<file path="src/rtl/riscv_pkg.sv">
// Shared RISC-V core constants: data width, register index width, register count, x0 index.
package riscv_pkg;
  localparam int unsigned XLEN       = 32;
  localparam int unsigned REG_ADDR_W = 5;
  localparam int unsigned NUM_REGS   = 32;

  typedef logic [REG_ADDR_W-1:0] reg_idx_t;

  localparam reg_idx_t X0_IDX = '0;
endpackage

</file>
<file path="src/rtl/reg_scoreboard.sv">
// Per-register pending-writer tracking and operand stall generation.
// Build option: REGFILE_BYPASS_EN lets a same-cycle writeback resolve a source hazard.
module reg_scoreboard
  import riscv_pkg::*;
#(
  parameter int unsigned NREG = NUM_REGS
) (
  input  logic                  clk_i,
  input  logic                  rst_i,
  input  logic [REG_ADDR_W-1:0] rs1_addr_i,
  input  logic [REG_ADDR_W-1:0] rs2_addr_i,
  input  logic                  issue_valid_i,
  input  logic [REG_ADDR_W-1:0] issue_rd_i,
  input  logic                  wb_en_i,
  input  logic [REG_ADDR_W-1:0] wb_rd_i,
  output logic                  stall_o,
  output logic [NREG-1:0]       busy_mask_o
);

  logic [NREG-1:0] busy_q, busy_d;
  logic            byp1, byp2;
  logic            hz1, hz2;
  logic            issue_acc;

  always_comb begin
`ifdef REGFILE_BYPASS_EN
    byp1 = wb_en_i && (wb_rd_i == rs1_addr_i);
    byp2 = wb_en_i && (wb_rd_i == rs2_addr_i);
`else
    byp1 = 1'b0;
    byp2 = 1'b0;
`endif
    hz1     = (rs1_addr_i != X0_IDX) && busy_q[rs1_addr_i] && !byp1;
    hz2     = (rs2_addr_i != X0_IDX) && busy_q[rs2_addr_i] && !byp2;
    stall_o = hz1 || hz2;
  end

  assign issue_acc = issue_valid_i && !stall_o && (issue_rd_i != X0_IDX);

  // Clear first, then set: a reservation taken in the writeback cycle keeps the bit.
  always_comb begin
    busy_d = busy_q;
    if (wb_en_i) busy_d[wb_rd_i] = 1'b0;
    if (issue_acc) busy_d[issue_rd_i] = 1'b1;
    busy_d[X0_IDX] = 1'b0;
  end

  always_ff @(posedge clk_i) begin
    if (rst_i) busy_q <= '0;
    else       busy_q <= busy_d;
  end

  assign busy_mask_o = busy_q;

endmodule

</file>
<file path="src/rtl/reg_file_sb.sv">
// Integer register file with hardwired x0, plus scoreboard for RAW hazard stalls.
// Build option: REGFILE_BYPASS_EN forwards same-cycle writeback data to the read ports.
module reg_file_sb
  import riscv_pkg::*;
#(
  parameter int unsigned N    = XLEN,
  parameter int unsigned NREG = NUM_REGS
) (
  input  logic                  clk,
  input  logic                  rst,
  input  logic [REG_ADDR_W-1:0] rs1_addr,
  input  logic [REG_ADDR_W-1:0] rs2_addr,
  output logic [N-1:0]          rs1_data,
  output logic [N-1:0]          rs2_data,
  input  logic                  issue_valid,
  input  logic [REG_ADDR_W-1:0] issue_rd,
  input  logic                  wb_en,
  input  logic [REG_ADDR_W-1:0] wb_rd,
  input  logic [N-1:0]          wb_data,
  output logic                  stall,
  output logic [NREG-1:0]       busy_mask
);

  logic [N-1:0] regs_q [NREG];

  always_ff @(posedge clk) begin
    if (rst) begin
      for (int unsigned i = 0; i < NREG; i++) regs_q[i] <= '0;
    end else if (wb_en && (wb_rd != X0_IDX)) begin
      regs_q[wb_rd] <= wb_data;
    end
  end

  always_comb begin
    rs1_data = regs_q[rs1_addr];
    rs2_data = regs_q[rs2_addr];
`ifdef REGFILE_BYPASS_EN
    if (wb_en && (wb_rd == rs1_addr)) rs1_data = wb_data;
    if (wb_en && (wb_rd == rs2_addr)) rs2_data = wb_data;
`endif
    if (rs1_addr == X0_IDX) rs1_data = '0;
    if (rs2_addr == X0_IDX) rs2_data = '0;
  end

  reg_scoreboard #(
    .NREG(NREG)
  ) u_sb (
    .clk_i        (clk),
    .rst_i        (rst),
    .rs1_addr_i   (rs1_addr),
    .rs2_addr_i   (rs2_addr),
    .issue_valid_i(issue_valid),
    .issue_rd_i   (issue_rd),
    .wb_en_i      (wb_en),
    .wb_rd_i      (wb_rd),
    .stall_o      (stall),
    .busy_mask_o  (busy_mask)
  );

endmodule

</file>
<file path="config.mk">
export PLATFORM = sky130hd
export DESIGN_NAME = reg_file_sb
export DESIGN_NICKNAME = d
export VERILOG_FILES = /design/src/rtl/riscv_pkg.sv /design/src/rtl/reg_scoreboard.sv /design/src/rtl/reg_file_sb.sv
export SDC_FILE = /design/constraint.sdc
export NUM_CORES = 2
export LEC_CHECK = 0
export ABC_CLOCK_PERIOD_IN_PS = 11200
export BUFFER_PORTS_ARGS = -buffer_cell sky130_fd_sc_hd__clkbuf_2
export CAP_MARGIN = 20
export CELL_PAD_IN_SITES_DETAIL_PLACEMENT = 2
export CELL_PAD_IN_SITES_GLOBAL_PLACEMENT = 2
export CORE_MARGIN = 1.5
export CORE_UTILIZATION = 35
export CTS_CLUSTER_SIZE = 10
export DETAILED_ROUTE_END_ITERATION = 8
export PLACE_DENSITY = 0.7
export SETUP_SLACK_MARGIN = 0.4
export SLEW_MARGIN = 20
export SYNTH_ARGS = -nofsm -noshare
export SYNTH_HDL_FRONTEND = slang
export SYNTH_SLANG_ARGS = --single-unit
export TNS_END_PERCENT = 1
</file>
<file path="constraint.sdc">
create_clock -name clk -period 11.2 [get_ports clk]
set_input_delay 3.36 -clock clk [delete_from_list [all_inputs] [get_ports clk]]
set_output_delay 3.36 -clock clk [all_outputs]
set_load 0.05 [all_outputs]
</file>
# Word-level counts from Yosys, hierarchy flattened
# Memory sizes are Yosys's and may differ from the RTL's.
# Index checks and enable logic that the tools add are counted.
[classes]
order_cmp = 6
n_reduce_logical = 16
n_bitwise = 3
mux = 20
[op_table]
columns = ["cell", "n"]
rows = [
  ["32-bit two-way mux", 5],
  ["32-bit bitwise AND", 1],
  ["32-bit NOT", 1],
  ["32-bit OR", 1],
  ["32-bit OR reduction", 1],
  ["5-bit by 6-bit less-than comparator with 1-bit output, second input constant", 4],
  ["5-bit nonzero test", 4],
  ["1-bit binary-select mux with 5-bit select", 2],
  ["1-bit demux with 5-bit select", 2],
  ["5-bit by 1-bit greater-or-equal comparator with 1-bit output, second input constant", 2],
  ["5-bit zero test", 2],
  ["1-bit two-way mux", 10],
  ["1-bit logical AND", 7],
  ["5-bit two-way mux", 1],
  ["1-bit zero test", 1],
  ["1-bit logical OR", 1],
]
[totals]
ff_bits = 32
in_bits = 56
ram_bits = 1024
wordCells = 48
out_inout_bits = 97
n_memories = 1
[memory_table]
columns = ["memory", "depth", "word_bits", "rd", "rd_clocked_by_memory_dff", "wr", "line", "source"]
rows = [
  ["regs_q", 32, 32, 2, 0, 32, "reg_file_sb.sv:24", "logic [N-1:0] regs_q [NREG];"],
]

# Depth between registers and ports, before layout
[depth]
depth_word = 9
ltp_mapped = 9
mapped_depth_nobuf = 5

# Hierarchy
# A second synthesis with hierarchy kept.
[unflattened]
cells_unflattened = 3778
hier_area_um2 = 56570.5
[modules_own_cells]
columns = ["module", "area_each_um2", "n_inst", "cells_per_inst", "seq_area_each_um2"]
rows = [
  ["reg_file_sb", 54232.0, 1, 3502, 30749.5],
  ["reg_scoreboard", 2338.5, 1, 276, 620.6],
]

# Least setup slack after synthesis
# OpenSTA, ideal clock, no wires.
[synth_timing]
kind = "input -> output"
startpoint = "input rs1_addr[0]"
endpoint = "output rs1_data[12]"
required_time_ns = 7.840
path_stages = 8
arrival_time_ns = 5.553
n_path_buf = 3
slack_ns = 2.287
cell_sequence = "buf_2 buf_2 buf_2 mux4_2 nand2_1 a21oi_1 a21oi_1 o21ai_0"
[synth_via]
elab_chain_len = 2
elab_cells_between_ends = 3
cone_classes = "mux: 1; reduce/logical: 1; memory: 1"
[synth_rtl]
columns = ["element", "line", "source"]
rows = [
  ["start: declaration", "reg_file_sb.sv:11", "input logic [REG_ADDR_W-1:0] rs1_addr,"],
  ["memory read 32 x 32 bit or 5-bit zero test (tied branches)", "n/a", ""],
  ["32-bit two-way mux *", "reg_file_sb.sv:41", "if (rs1_addr == X0_IDX) rs1_data = '0;"],
  ["end: declaration", "reg_file_sb.sv:13", "output logic [N-1:0] rs1_data,"],
]
# Mark *: on every way between the ends. The rest lies on a longest branch, timed or not.

# Final worst setup path
[layout_timing]
startpoint = "input rs2_addr[0]"
endpoint = "output rs2_data[6]"
[layout_via]
elab_chain_len = 2
elab_cells_between_ends = 3
cone_classes = "mux: 1; reduce/logical: 1; memory: 1"
[layout_rtl]
columns = ["element", "line", "source"]
rows = [
  ["start: declaration", "reg_file_sb.sv:12", "input logic [REG_ADDR_W-1:0] rs2_addr,"],
  ["memory read 32 x 32 bit or 5-bit zero test (tied branches)", "n/a", ""],
  ["32-bit two-way mux *", "reg_file_sb.sv:42", "if (rs2_addr == X0_IDX) rs2_data = '0;"],
  ["end: declaration", "reg_file_sb.sv:14", "output logic [N-1:0] rs2_data,"],
]
# Marks and branches as above.

==> impl_metrics.toml <==
[worst_setup_path]
arrival_ns = 6.26
crit_fanout = 56
startpoint_type = "input port"
end_kind = "output pin"
crit_type = "input port to output pin"
reg2reg_depth = 6
cp.required_ns = 7.84

[floorplanning]
chipHeight_um = 405
die_w_um = 405
initial_core_util_pct = 35.3
io_pins = 153
dieArea_um2 = 164000
core-area_um2 = 160000
rows = 147

[layout]
fillCellCount = 15700
multi_input_area_um2 = 24200
layout.nets = 3862
fin_area_um2 = 63800
drive_above_1_share_pct = 29.1
regArea_um2 = 31400
areaGrowthSynthToFinish_pct = 12.8

[place]
post-dp-hpwl_mm = 125
dpl_cell_area_um2 = 60300
place_congestion = 0.836
io_buffers = 151

[timing]
tightest_slew_ns = 1.14
fin_crit_ns = 9.62
fmax_mhz = 104
fin_skew_ns = 0.00925
hold_viol = 0
setup_viol = 0
maxSlewViolCount = 0
period_share_pct = 85.9
maxSlewHeadroom_pct = 23.9
fin_tns_setup_ns = 0
rsz0062_at_grt = "no"

[routing]
ant_nets = 0
wl_per_cell_um = 35.9
drc = 0
viasPerCell = 6.07
initialDrtViolationCount = 4533
routed_wl_mm = 217
first_pass_iters = 5
vias = 36600

[synthesis]
syn_area_um2 = 56500
synth_seq_cells = 1055
synth-main-ff-cell = "edfxtp_1"
synth.most_common_cell = "edfxtp_1"
synthCells = 3784
synth-edff-count = 1024
synth.avg_cell_area_um2 = 14.9
ys_seq_area_share_pct = 55.5
yosys.area.top_type = "edfxtp_1"
synth_cell_types = 46
synth.area.top_cells = "edfxtp_1 (54%), mux4_2 (23%), and2_1 (11%), nand2_1 (2.1%), clkbuf_1 (2.0%)"
yosys_warnings = 0
synth_top_area_share_pct = 54.4
netlist_top_cells_count = "edfxtp_1 (1,024), and2_1 (993), mux4_2 (586)"
async_reset_ff_share_pct = 0

[power_and_ir_drop]
leakage_uw = 0.0216
p_per_area_nw_per_um2 = 151
peakVddDrop_mv = 0.121

[grt]
grt_pass1_wl_mm = 305
grt_pass1_vias = 39800
grt.total_usage_pct = 26.4
gr-total-overflow = 0
grt_start_max_net_pins = 96
antenna_found_initial = 20

[clock_network]
path_clk_slew_ns = 0.06
clockBufferDepth = 3
holdBufCountCts = 0
cts-resized-gates = 0
cts_sinks = 1055
post_cts_buffers = 0
cts_max_level = 3
clock_latency_ns = 0.73
root_buffer = "clkbuf_16"
cts_made_buffers = 121
cts_tree = "yes"

[status]
outcome = "finished, final reports clean"

[worst_hold_path]
min_path_cells = 2
hold_class = "flip-flop to flip-flop"

[job]
cap_viol_max_count = 0
[through the flow]
step / worst slack (ns) / utilization [%] / hold WS (ns) / std cells / total power (uW)
after global routing: 1.45 / 39.7 / 0.562 / 6029 / 9900
after global placement: 1.60 / 37.6 / 0.493 / 5842 / 6060
after CTS: 1.57 / 39.7 / 0.528 / 6027 / 9700
final: 1.58 / 39.7 / 0.537 / 6036 / 9650
after floorplan: 2.29 / - / 0.687 / 3816 / 5560
after detailed placement: 1.56 / 37.6 / 0.523 / 5842 / 6110
[critical path: stages]
cell and delay (ns):
buf_8 0.53, buf_4 0.42, mux4_2 0.55, mux4_2 0.50
nand2_1 0.18, a21oi_1 0.21, clkbuf_2 0.29
[per-layer routing]
layer	global-route usage [%]	part of all wire, %	wire length (um)	up-vias
li1	-	-	-	14400
met1	36.2	41	89400	20200
met2	41.8	47	102000	1718
met3	5.43	8.2	17800	351
met4	8.98	3.6	7800	12
met5	0	0.038	82	-
[cell families (layout without fill, tap and decap cells)]
kind of cell / Yosys count / count (layout) / synth area share [%]
AND/OR/NAND/NOR: 1407 / 1407 / 14.0
flip-flops: 1055 / 1055 / 55.5
multiplexers: 665 / 665 / 24.8
buffers and inverters: 414 / 466 / 2.98
AO/OA/AOI/OAI: 242 / 242 / 2.75
other: 1 / 41 / 0.00663
[placed cells by master (no fill, tap or decap), drive strengths merged, types with 31 or more instances in the layout]
master / instances
edfxtp: 1024
and2: 993
mux4: 586
nand2: 314
clkbuf: 314
buf: 130
a21oi: 96
o21ai: 60
mux2i: 46
nor2: 45
mux2: 33
conb: 33
o22ai: 31
dfxtp: 31
o31ai: 31
[cell type report]
type / count / share of cell area, %
multi-input cells: 2347 / 38.0
diodes: 8 / 0.0314
flip-flops and latches: 1055 / 49.2
well taps: 2160 / 4.24
inverters: 8 / 0.0530
repair buffers: 273 / 3.21
clock buffers: 171 / 5.18
clock inverters: 14 / 0.120
[worst paths after layout]
kind	from	to	slack (ns)
setup / recovery	rs2_addr[0]	rs2_data[6]	1.58
hold / removal	u_sb.busy_mask_o[2]	u_sb.busy_mask_o[2]	0.54
setup reg to reg	u_sb.busy_mask_o[26]	u_sb.busy_mask_o[1]	8.77
hold reg to reg	u_sb.busy_mask_o[2]	u_sb.busy_mask_o[2]	0.54
[state kept, by name, indices dropped and copies added, names as in the netlist]
signal            flops
regs_q             1024
u_sb.busy_mask_o     31
[where the power goes]
group	total (uW)	internal, uW	switching (uW)
registers	4670	4550	122
logic	1370	505	867
clock network	3610	2000	1610
total	9650	7060	2590
No activity file was read; power rests on OpenSTA's default activity.
